`src/rtl/axi_apb_txn_scheduler.sv`:
```
// AXI4-Lite front-end for the APB bridge: round-robin AW+W / AR arbitration,
// slave decode, single APB request with timeout watchdog, B/R response return.
module axi_apb_txn_scheduler #(
    parameter int NUM_SLAVES = 4,
    parameter int SEL_W      = 3,
    parameter int SEL_LSB    = 12,
    parameter int TIMEOUT    = 255
) (
    input  logic                  s_axi_clk,
    input  logic                  s_axi_aresetn,
    input  logic [31:0]           s_axi_awaddr,
    input  logic                  s_axi_awvalid,
    output logic                  s_axi_awready,
    input  logic [31:0]           s_axi_wdata,
    input  logic [3:0]            s_axi_wstrb,
    input  logic                  s_axi_wvalid,
    output logic                  s_axi_wready,
    output logic [1:0]            s_axi_bresp,
    output logic                  s_axi_bvalid,
    input  logic                  s_axi_bready,
    input  logic [31:0]           s_axi_araddr,
    input  logic                  s_axi_arvalid,
    output logic                  s_axi_arready,
    output logic [31:0]           s_axi_rdata,
    output logic [1:0]            s_axi_rresp,
    output logic                  s_axi_rvalid,
    input  logic                  s_axi_rready,
    output logic                  req_valid,
    input  logic                  req_ready,
    output logic                  req_write,
    output logic [31:0]           req_addr,
    output logic [31:0]           req_wdata,
    output logic [3:0]            req_strb,
    output logic [NUM_SLAVES-1:0] req_sel,
    input  logic                  req_done,
    input  logic                  req_err,
    input  logic [31:0]           req_rdata,
    output logic                  req_abort
);

    localparam int CNT_W = (TIMEOUT > 1) ? $clog2(TIMEOUT) : 1;

    typedef enum logic [2:0] {
        S_IDLE, S_ACCEPT, S_ISSUE, S_WAIT, S_RESP
    } state_e;

    state_e                state_q, state_d;
    logic                  dir_q, dir_d;
    logic                  last_wr_q, last_wr_d;
    logic [CNT_W-1:0]      cnt_q, cnt_d;

    logic                  awready_q, awready_d;
    logic                  arready_q, arready_d;
    logic [1:0]            bresp_q, bresp_d;
    logic                  bvalid_q, bvalid_d;
    logic [1:0]            rresp_q, rresp_d;
    logic [31:0]           rdata_q, rdata_d;
    logic                  rvalid_q, rvalid_d;
    logic                  rqv_q, rqv_d;
    logic                  rqw_q, rqw_d;
    logic [31:0]           rqa_q, rqa_d;
    logic [31:0]           rqd_q, rqd_d;
    logic [3:0]            rqs_q, rqs_d;
    logic [NUM_SLAVES-1:0] sel_q, sel_d;
    logic                  abort_q, abort_d;

    logic             wr_el, rd_el, gnt_wr;
    logic [31:0]      acc_addr;
    logic [SEL_W-1:0] idx;
    logic             dec_ok, expired, resp_hs;

    assign wr_el    = s_axi_awvalid & s_axi_wvalid;
    assign rd_el    = s_axi_arvalid;
    // Contention goes to the direction that did not win last time
    assign gnt_wr   = wr_el & (~rd_el | ~last_wr_q);
    assign acc_addr = dir_q ? s_axi_awaddr : s_axi_araddr;
    assign idx      = acc_addr[SEL_LSB +: SEL_W];
    assign dec_ok   = 32'(idx) < NUM_SLAVES;
    assign expired  = (TIMEOUT != 0) && (cnt_q == CNT_W'(TIMEOUT - 1));
    assign resp_hs  = dir_q ? s_axi_bready : s_axi_rready;

    always_ff @(posedge s_axi_clk or negedge s_axi_aresetn) begin
        if (!s_axi_aresetn) begin
            state_q   <= S_IDLE;
            dir_q     <= 1'b0;
            last_wr_q <= 1'b1;
            cnt_q     <= '0;
            awready_q <= 1'b0;
            arready_q <= 1'b0;
            bresp_q   <= '0;
            bvalid_q  <= 1'b0;
            rresp_q   <= '0;
            rdata_q   <= '0;
            rvalid_q  <= 1'b0;
            rqv_q     <= 1'b0;
            rqw_q     <= 1'b0;
            rqa_q     <= '0;
            rqd_q     <= '0;
            rqs_q     <= '0;
            sel_q     <= '0;
            abort_q   <= 1'b0;
        end else begin
            state_q   <= state_d;
            dir_q     <= dir_d;
            last_wr_q <= last_wr_d;
            cnt_q     <= cnt_d;
            awready_q <= awready_d;
            arready_q <= arready_d;
            bresp_q   <= bresp_d;
            bvalid_q  <= bvalid_d;
            rresp_q   <= rresp_d;
            rdata_q   <= rdata_d;
            rvalid_q  <= rvalid_d;
            rqv_q     <= rqv_d;
            rqw_q     <= rqw_d;
            rqa_q     <= rqa_d;
            rqd_q     <= rqd_d;
            rqs_q     <= rqs_d;
            sel_q     <= sel_d;
            abort_q   <= abort_d;
        end
    end

    always_comb begin
        state_d   = state_q;
        dir_d     = dir_q;
        last_wr_d = last_wr_q;
        cnt_d     = cnt_q;
        unique case (state_q)
            S_IDLE: begin
                if (wr_el | rd_el) begin
                    dir_d     = gnt_wr;
                    last_wr_d = gnt_wr;
                    state_d   = S_ACCEPT;
                end
            end
            S_ACCEPT: state_d = dec_ok ? S_ISSUE : S_RESP;
            S_ISSUE: begin
                if (req_ready) begin
                    cnt_d   = '0;
                    state_d = S_WAIT;
                end
            end
            S_WAIT: begin
                cnt_d = cnt_q + CNT_W'(1);
                if (req_done || expired) state_d = S_RESP;
            end
            S_RESP: if (resp_hs) state_d = S_IDLE;
            default: state_d = S_IDLE;
        endcase
    end

    always_comb begin
        awready_d = 1'b0;
        arready_d = 1'b0;
        rqv_d     = 1'b0;
        abort_d   = 1'b0;
        rqw_d     = rqw_q;
        rqa_d     = rqa_q;
        rqd_d     = rqd_q;
        rqs_d     = rqs_q;
        sel_d     = sel_q;
        bresp_d   = bresp_q;
        bvalid_d  = bvalid_q;
        rresp_d   = rresp_q;
        rdata_d   = rdata_q;
        rvalid_d  = rvalid_q;
        unique case (state_q)
            S_IDLE: begin
                if (wr_el | rd_el) begin
                    awready_d = gnt_wr;
                    arready_d = ~gnt_wr;
                end
            end
            S_ACCEPT: begin
                rqw_d = dir_q;
                rqa_d = acc_addr;
                rqd_d = dir_q ? s_axi_wdata : 32'h0;
                rqs_d = dir_q ? s_axi_wstrb : 4'h0;
                if (dec_ok) begin
                    sel_d = NUM_SLAVES'(1) << idx;
                    rqv_d = 1'b1;
                end else begin
                    sel_d    = '0;
                    bresp_d  = dir_q ? 2'b11 : 2'b00;
                    rresp_d  = dir_q ? 2'b00 : 2'b11;
                    rdata_d  = '0;
                    bvalid_d = dir_q;
                    rvalid_d = ~dir_q;
                end
            end
            S_ISSUE: rqv_d = ~req_ready;
            S_WAIT: begin
                if (req_done) begin
                    bresp_d  = dir_q ? {req_err, 1'b0} : 2'b00;
                    rresp_d  = dir_q ? 2'b00 : {req_err, 1'b0};
                    rdata_d  = dir_q ? 32'h0 : req_rdata;
                    bvalid_d = dir_q;
                    rvalid_d = ~dir_q;
                end else if (expired) begin
                    abort_d  = 1'b1;
                    bresp_d  = dir_q ? 2'b10 : 2'b00;
                    rresp_d  = dir_q ? 2'b00 : 2'b10;
                    rdata_d  = '0;
                    bvalid_d = dir_q;
                    rvalid_d = ~dir_q;
                end
            end
            S_RESP: begin
                if (resp_hs) begin
                    bresp_d  = '0;
                    bvalid_d = 1'b0;
                    rresp_d  = '0;
                    rdata_d  = '0;
                    rvalid_d = 1'b0;
                end
            end
            default: ;
        endcase
    end

    assign s_axi_awready = awready_q;
    assign s_axi_wready  = awready_q;
    assign s_axi_arready = arready_q;
    assign s_axi_bresp   = bresp_q;
    assign s_axi_bvalid  = bvalid_q;
    assign s_axi_rresp   = rresp_q;
    assign s_axi_rdata   = rdata_q;
    assign s_axi_rvalid  = rvalid_q;
    assign req_valid     = rqv_q;
    assign req_write     = rqw_q;
    assign req_addr      = rqa_q;
    assign req_wdata     = rqd_q;
    assign req_strb      = rqs_q;
    assign req_sel       = sel_q;
    assign req_abort     = abort_q;

endmodule

```
`config.mk`:
```
export PLATFORM = sky130hd
export DESIGN_NAME = axi_apb_txn_scheduler
export DESIGN_NICKNAME = d
export VERILOG_FILES = /design/src/rtl/axi_apb_txn_scheduler.sv
export SDC_FILE = /design/constraint.sdc
export NUM_CORES = 1
export LEC_CHECK = 0
export ABC_AREA = 1
export CAP_MARGIN = 10
export CORE_ASPECT_RATIO = 1.2
export CORE_MARGIN = 2
export CORE_UTILIZATION = 45
export DETAILED_ROUTE_END_ITERATION = 8
export PLACE_DENSITY = 0.86
export SLEW_MARGIN = 40
export SYNTH_ARGS = -nofsm -noshare
export SYNTH_HDL_FRONTEND = slang
export SYNTH_SLANG_ARGS = --single-unit
```
`constraint.sdc`:
```
create_clock -name s_axi_clk -period 3.55 [get_ports s_axi_clk]
set_clock_uncertainty 0.15 [all_clocks]
set_input_delay 0.71 -clock s_axi_clk [delete_from_list [all_inputs] [get_ports s_axi_clk]]
set_output_delay 0.71 -clock s_axi_clk [all_outputs]
set_load 0.01 [all_outputs]
```
==> results_dict.tcl, run 1 <==
set metrics [dict create \
    status "finished, final reports clean" \
    synthesis.yosys.warnings 0 \
    path_buf_inv 2 \
    cpPeakStageDelay_ns 0.65 \
    cp_common_cell "sky130_fd_sc_hd__nand2_1" \
    most-common-layout-cells "sky130_fd_sc_hd__clkdlybuf4s50_1, sky130_fd_sc_hd__nand2_1, sky130_fd_sc_hd__dfrtp_1, sky130_fd_sc_hd__nor2_1, sky130_fd_sc_hd__nand3_1" \
    fmax_ghz 0.4238 \
    io-pin-count 258 \
    max_cap_violations 0 \
    critPathCapture "s_axi_rresp[0]" \
    post-cts-setup-buffer-count 0 \
    initial_utilization_pct 46.15 \
    worst_path_max_delay_cell "sky130_fd_sc_hd__dfrtp_2" \
    number_of_gates_on_the_worst_path_with_buffers_counted 9 \
    cp_cell_sequence "inv_1, nand2_1, nand2_1, nand2_1, nand2_4, nand3_2, buf_4, nand2_1, nand2_1" \
    finalHoldViolations 0 \
    chipHeight_um 126.1 \
    ratio_of_total_power_to_cell_area_nw_per_um2 823.5 \
    floorplan.die.width_um 105.7 \
    final_layout_size_suffix_gt1_share_pct 8.179 \
    dpl_worst_slack_ns 1.041 \
    route.detailed.drc 0 \
    setup_viol_count_final 0 \
    critical_path.reg2reg.endpoint "s_axi_rresp[0]" \
    worst_path_dominant_cell_family "simple AND/OR/NAND/NOR gates" \
    syn2layout_area_growth_pct 58.67 \
    postSynthRegisterBits 128 \
    syn_nets 800 \
    grt_pass1_wl_mm 27.19 \
    cts_hold_buffers 0 \
    vias_per_cell 4.962 \
    routed-wl-met2_mm 8.373 \
    total_of_buffers_placed_on_input_and_output_ports 257 \
    met3_length_mm 1.272 \
    antenna_found_initial 0 \
    worstPathArrival_ns 2.55 \
    synthCells 656 \
    drtIter0Drc 380 \
    synth_cell_types 24 \
    finish.net_count 1048 \
    finalWeightedCongestion 0.8991 \
    regToRegStartpoint "dir_q" \
    ctsHtreeMaxLevel 4 \
    clk-insertion-delay-late_ns 0.41 \
    cts.root.buffer_cell "sky130_fd_sc_hd__clkbuf_16" \
    cts.sink_count 128 \
    setup_ws_ns 1.191 \
    final-max-slew-violation-count 0 \
    ys_dominant_reg_cell "sky130_fd_sc_hd__dfrtp_1" \
    synth.avg_cell_area_sq_um 8.520 \
    vias_in_the_first_global_route 5318 \
    highest_layer "met4" \
    layout.filler_cells 857 \
    rows 44 \
    async_reset_ff_share_pct 100.0 \
    worst_pin_slew_ns 0.6578 \
    leakagePower_nw 4.260 \
    rsz0062_at_grt "no" \
    worst-setup-path-type "reg -> reg" \
    startpoint_type "flip-flop" \
    setup_tns_ns 0 \
    die_area_sq_um 13330 \
    slew-limit-headroom_pct 56.15 \
    routed_wire_length_per_instance_um 15.86 \
    postRouteAntennaNets 0 \
    syn-cell-area_sq_um 5589 \
    route.layer.met1.wl_mm 6.881 \
    detailedPlacementHpwl_mm 12.30 \
    cts_tree "done" \
    final_common_cell "sky130_fd_sc_hd__clkdlybuf4s50_1" \
    num_antenna_cells 0 \
    cp_data_required_time_ns 3.74 \
    synth-edff-count 0 \
    grt_start_max_net_pins 77 \
    power.ir.vdd_worst_mv 0.5179 \
    grt_usage_pct 26.02 \
    clkSlewWorstSetupHoldPaths_ns 0.06 \
    hold_slack_ns 0.1035 \
    path_max_fanout 38 \
    clock_tree.buffer_depth 2 \
    postCtsResizedCells 0 \
    design.core.area_sq_um 12110 \
    r2r_setup_slack_ns 1.19 \
    routed_wl_mm 17.10 \
    area_taken_by_multi_input_logic_gates_sq_um 2098 \
    ys_seq_area_share_pct 57.33 \
    worst_setup_path_end_kind "flip-flop" \
    via_count 5349 \
    timing.hold.worst.class "in -> async" \
    finalCriticalPeriod_ns 2.359 \
    layout_worst_path_cycle_share_pct 66.46 \
    number_of_buffers_added_by_the_clock_tree_synthesis_step 17 \
    detail_route.first_pass.iterations 5 \
    setup.worst_path.start "dir_q" \
    area_occupied_by_registers_sq_um 3206 \
    r2r.worst_path.cells 9 \
    gr-total-overflow 0 \
]
[cell usage after synthesis (6+ instances only)]
cell,instances,area share [%]
sky130_fd_sc_hd__o21ai_0,21,1.9
sky130_fd_sc_hd__nor2_1,71,4.8
sky130_fd_sc_hd__dfrtp_1,127,57
sky130_fd_sc_hd__nand4_1,6,0.67
sky130_fd_sc_hd__nand3_1,51,4.6
sky130_fd_sc_hd__nand2_2,22,2.5
sky130_fd_sc_hd__o31ai_1,30,4.0
sky130_fd_sc_hd__inv_1,24,1.6
sky130_fd_sc_hd__nand2_1,248,17
sky130_fd_sc_hd__buf_2,15,1.3
sky130_fd_sc_hd__clkbuf_1,13,0.87
[power by group]
part	internal (mW)	switching, mW
Sequential	2.03	0.374
Combinational	1.47	1.69
Clock	1.10	0.644
[cell type report]
class / instances / share of cell area [%]
timing repair buffer: 266 / 30.02
clock buffer: 18 / 4.839
clock inverter: 14 / 1.891
tap: 161 / 2.271
inverter: 27 / 1.171
multi-input combinational: 464 / 23.66
sequential: 128 / 36.15
[worst min-delay path by stage]
stage                              from            to  slack (ns)  depth (start not counted)
final                     s_axi_aresetn  req_addr[29]        0.10                          1
after detailed placement      last_wr_q     last_wr_q        0.31                          2
after floorplan           s_axi_aresetn      cnt_q[0]        0.26                          0
after global placement        last_wr_q     last_wr_q        0.30                          2
after global routing      s_axi_aresetn  req_addr[29]        0.12                          1
after CTS                 s_axi_aresetn  req_addr[29]        0.11                          1
[state kept, by name (all words and copies together) (netlist names)]
signal         cells
cnt_q              8
dir_q              1
last_wr_q          1
req_abort          1
req_addr          32
req_sel            4
req_strb           4
req_valid          1
req_wdata         32
req_write          1
s_axi_arready      1
s_axi_awready      1
s_axi_bresp        2
s_axi_bvalid       1
s_axi_rdata       32
s_axi_rresp        2
s_axi_rvalid       1
state_q            3
[per-stage QoR]
step / util [%] / total power, mW / instance area [sq um] / cells
detailed placement: 68.30 / 5.583 / 8272 / 1046
finish: 73.22 / 7.303 / 8869 / 1078
CTS: 73.22 / 7.350 / 8869 / 1078
global route: 73.22 / 7.747 / 8869 / 1078
global placement: 68.27 / 5.505 / 8269 / 1046
floorplan: - / 3.981 / 5589 / 656
[logic make-up (layout without fill, tap and decap cells)]
kind of cell	Yosys count	after routing	synth area share, %
AO/OA/AOI/OAI	55	55	6.268
flip-flops	128	128	57.33
adder cells (fa/ha/maj)	2	2	0.4477
XOR/XNOR	1	1	0.1567
buffers and inverters	64	325	5.238
AND/OR/NAND/NOR	406	406	30.56
[per-layer routing]
| metal | track usage (%) | vias up |
|---|---|---|
| li1 | - | 2591 |
| met1 | 31.50 | 2507 |
| met2 | 43.15 | 212 |
| met3 | 7.764 | 39 |
| met4 | 11.30 | 0 |
| met5 | 0 | - |
Power figures use the tool's default switching activity.
==> run 2: changes to the inputs <==
--- a/config.mk
+++ b/config.mk
@@ -9,9 +9,9 @@
 export CAP_MARGIN = 10
 export CORE_ASPECT_RATIO = 1.2
 export CORE_MARGIN = 2
-export CORE_UTILIZATION = 45
+export CORE_UTILIZATION = 42
 export DETAILED_ROUTE_END_ITERATION = 8
-export PLACE_DENSITY = 0.86
+export PLACE_DENSITY = 0.81
 export SLEW_MARGIN = 40
 export SYNTH_ARGS = -nofsm -noshare
 export SYNTH_HDL_FRONTEND = slang
==> constraint.sdc (replaced) <==
create_clock -name s_axi_clk -period 2.4 [get_ports s_axi_clk]
set_clock_uncertainty 0.15 [all_clocks]
set_input_delay 0.48 -clock s_axi_clk [delete_from_list [all_inputs] [get_ports s_axi_clk]]
set_output_delay 0.48 -clock s_axi_clk [all_outputs]
set_load 0.01 [all_outputs]
==> run 2 against run 1 <==
Flip-flop and latch count is the same; routed wire length shrank 3.3%; global-route usage shrank 2.9 points; non-clock buffer count grew 3; final cell count grew 0.74%; worst hold slack gained 0.21 ns; worst setup slack lost 0.82 ns; first-iteration DRC count shrank 10%; largest cell class unchanged; highest routed layer unchanged.
==> results_dict.tcl, run 2 (synthesized netlist as in run 1, its figures left out) <==
set metrics [dict create \
    fmax_ghz 0.4919 \
    die_area_sq_um 14250 \
    postCtsResizedCells 0 \
    worst_setup_path_end_kind "output port" \
    io-pin-count 258 \
    startpoint_type "flip-flop" \
    clk-insertion-delay-late_ns 0.40 \
    power.ir.vdd_worst_mv 0.6468 \
    clkSlewWorstSetupHoldPaths_ns 0.05 \
    via_count 5318 \
    finalCriticalPeriod_ns 2.033 \
    ctsHtreeMaxLevel 4 \
    final_layout_size_suffix_gt1_share_pct 8.170 \
    cp_cell_sequence "clkdlybuf4s50_1" \
    dpl_worst_slack_ns 0.3007 \
    cts.root.buffer_cell "sky130_fd_sc_hd__clkbuf_16" \
    worst_pin_slew_ns 0.4895 \
    worst_path_max_delay_cell "sky130_fd_sc_hd__clkdlybuf4s50_1" \
    cp_data_required_time_ns 1.77 \
    cts_tree "done" \
    most-common-layout-cells "sky130_fd_sc_hd__clkdlybuf4s50_1, sky130_fd_sc_hd__nand2_1, sky130_fd_sc_hd__dfrtp_1, sky130_fd_sc_hd__nor2_1, sky130_fd_sc_hd__nand3_1" \
    route.detailed.drc 0 \
    grt_pass1_wl_mm 25.16 \
    hold_path_depth 2 \
    routed_wire_length_per_instance_um 15.22 \
    rows 46 \
    setup_ws_ns 0.3671 \
    pwr-share-comb_pct 44.0 \
    finish.net_count 1051 \
    internal_power_mw 6.816 \
    number_of_gates_on_the_worst_path_with_buffers_counted 1 \
    routed_wl_mm 16.53 \
    layout_worst_path_cycle_share_pct 84.70 \
    finalHoldViolations 0 \
    worst_path_dominant_cell_family "buffers and inverters" \
    swShare_pct 36.55 \
    power.sequential.fraction_pct 33.0 \
    clkPwrFrac_pct 23.0 \
    worst-setup-path-type "reg -> out" \
    rsz0062_at_grt "no" \
    setup_tns_ns 0 \
    final-max-slew-violation-count 0 \
    detail_route.first_pass.iterations 4 \
    path_buf_inv 1 \
    vias_in_the_first_global_route 5046 \
    max_cap_violations 0 \
    r2r.worst_path.cells 10 \
    worstPathArrival_ns 1.40 \
    area_taken_by_multi_input_logic_gates_sq_um 2098 \
    clock_tree.buffer_depth 2 \
    cts.sink_count 128 \
    cts_hold_buffers 1 \
    area_occupied_by_registers_sq_um 3206 \
    setup_viol_count_final 0 \
    post-cts-setup-buffer-count 0 \
    gr-total-overflow 0 \
    ratio_of_total_power_to_cell_area_nw_per_um2 1204 \
    detailedPlacementHpwl_mm 12.09 \
    finalWeightedCongestion 0.8196 \
    postRouteAntennaNets 0 \
    p_switching_mw 3.926 \
    path_max_fanout 2 \
    slew-limit-headroom_pct 67.37 \
    leakagePower_nw 4.273 \
    num_antenna_cells 0 \
    vias_per_cell 4.897 \
    floorplan.die.width_um 109.3 \
    timing.hold.worst.class "reg -> reg" \
    grt_usage_pct 23.11 \
    cpPeakStageDelay_ns 0.63 \
    layout.filler_cells 1047 \
    antenna_found_initial 0 \
    chipHeight_um 130.4 \
    total_of_buffers_placed_on_input_and_output_ports 257 \
    design.core.area_sq_um 13120 \
    initial_utilization_pct 42.59 \
    number_of_buffers_added_by_the_clock_tree_synthesis_step 17 \
    drtIter0Drc 341 \
    status "finished, final reports clean" \
    grt_start_max_net_pins 77 \
    syn2layout_area_growth_pct 59.66 \
    final_common_cell "sky130_fd_sc_hd__clkdlybuf4s50_1" \
]
## run 2: routing by layer
| metal | global-route usage (%) | part of all wire (%) | vias to the layer above |
|---|---|---|---|
| li1 | - | - | 2591 |
| met1 | 27.04 | 39 | 2497 |
| met2 | 38.95 | 50 | 186 |
| met3 | 6.643 | 7.4 | 44 |
| met4 | 11.17 | 3.7 | 0 |
| met5 | 0 | 0 | - |
## run 2: path summary, 6_finish.rpt
kind | startpoint | to | slack [ns]
worst max-delay path | req_sel[1] | req_sel[1] | 0.37
worst min-delay path | last_wr_q | last_wr_q | 0.31
worst max register to register | dir_q | s_axi_bresp[1] | 0.47
worst min register to register | last_wr_q | last_wr_q | 0.31
max in group asynchronous | s_axi_aresetn | req_addr[23] | 1.00
min in group asynchronous | s_axi_aresetn | req_strb[2] | 0.45
## run 2: per-stage QoR
step	util, %	total power [mW]	hold WS (ns)	area (sq um)	cells
floorplan	-	5.889	0.03441	5589	656
global placement	63.58	8.206	0.3019	8343	1055
detailed placement	63.58	8.309	0.3114	8343	1055
CTS	68.00	10.84	0.3189	8924	1086
global route	68.00	11.44	0.3431	8924	1086
finish	68.00	10.74	0.3150	8924	1086
## run 2: worst reg2reg max path: stages, from the launching register on
cell	delay, ns
sky130_fd_sc_hd__dfrtp_2	0.57
sky130_fd_sc_hd__inv_1	0.12
sky130_fd_sc_hd__buf_4	0.20
sky130_fd_sc_hd__nand2_1	0.06
sky130_fd_sc_hd__nand2_1	0.08
sky130_fd_sc_hd__nor2_4	0.11
sky130_fd_sc_hd__inv_2	0.07
sky130_fd_sc_hd__nand3_2	0.09
sky130_fd_sc_hd__buf_12	0.23
sky130_fd_sc_hd__nand2_1	0.11
sky130_fd_sc_hd__nand2_1	0.08
## run 2: layout make-up
class	instances	area share [%]
Inverter	27	1.136
Clock inverter	10	1.276
Tap cell	168	2.356
Clock buffer	20	5.118
Multi-Input combinational cell	464	23.51
Timing Repair Buffer	269	30.68
Sequential cell	128	35.92
## run 2: power groups by stage
stage	logic (mW)	registers, mW	clock network [mW]
after floorplan	2.06	3.83	0
after global placement	4.67	3.54	0
after detailed placement	4.75	3.56	0
after CTS	4.77	3.54	2.53
after global routing	5.18	3.64	2.61
final	4.73	3.54	2.47
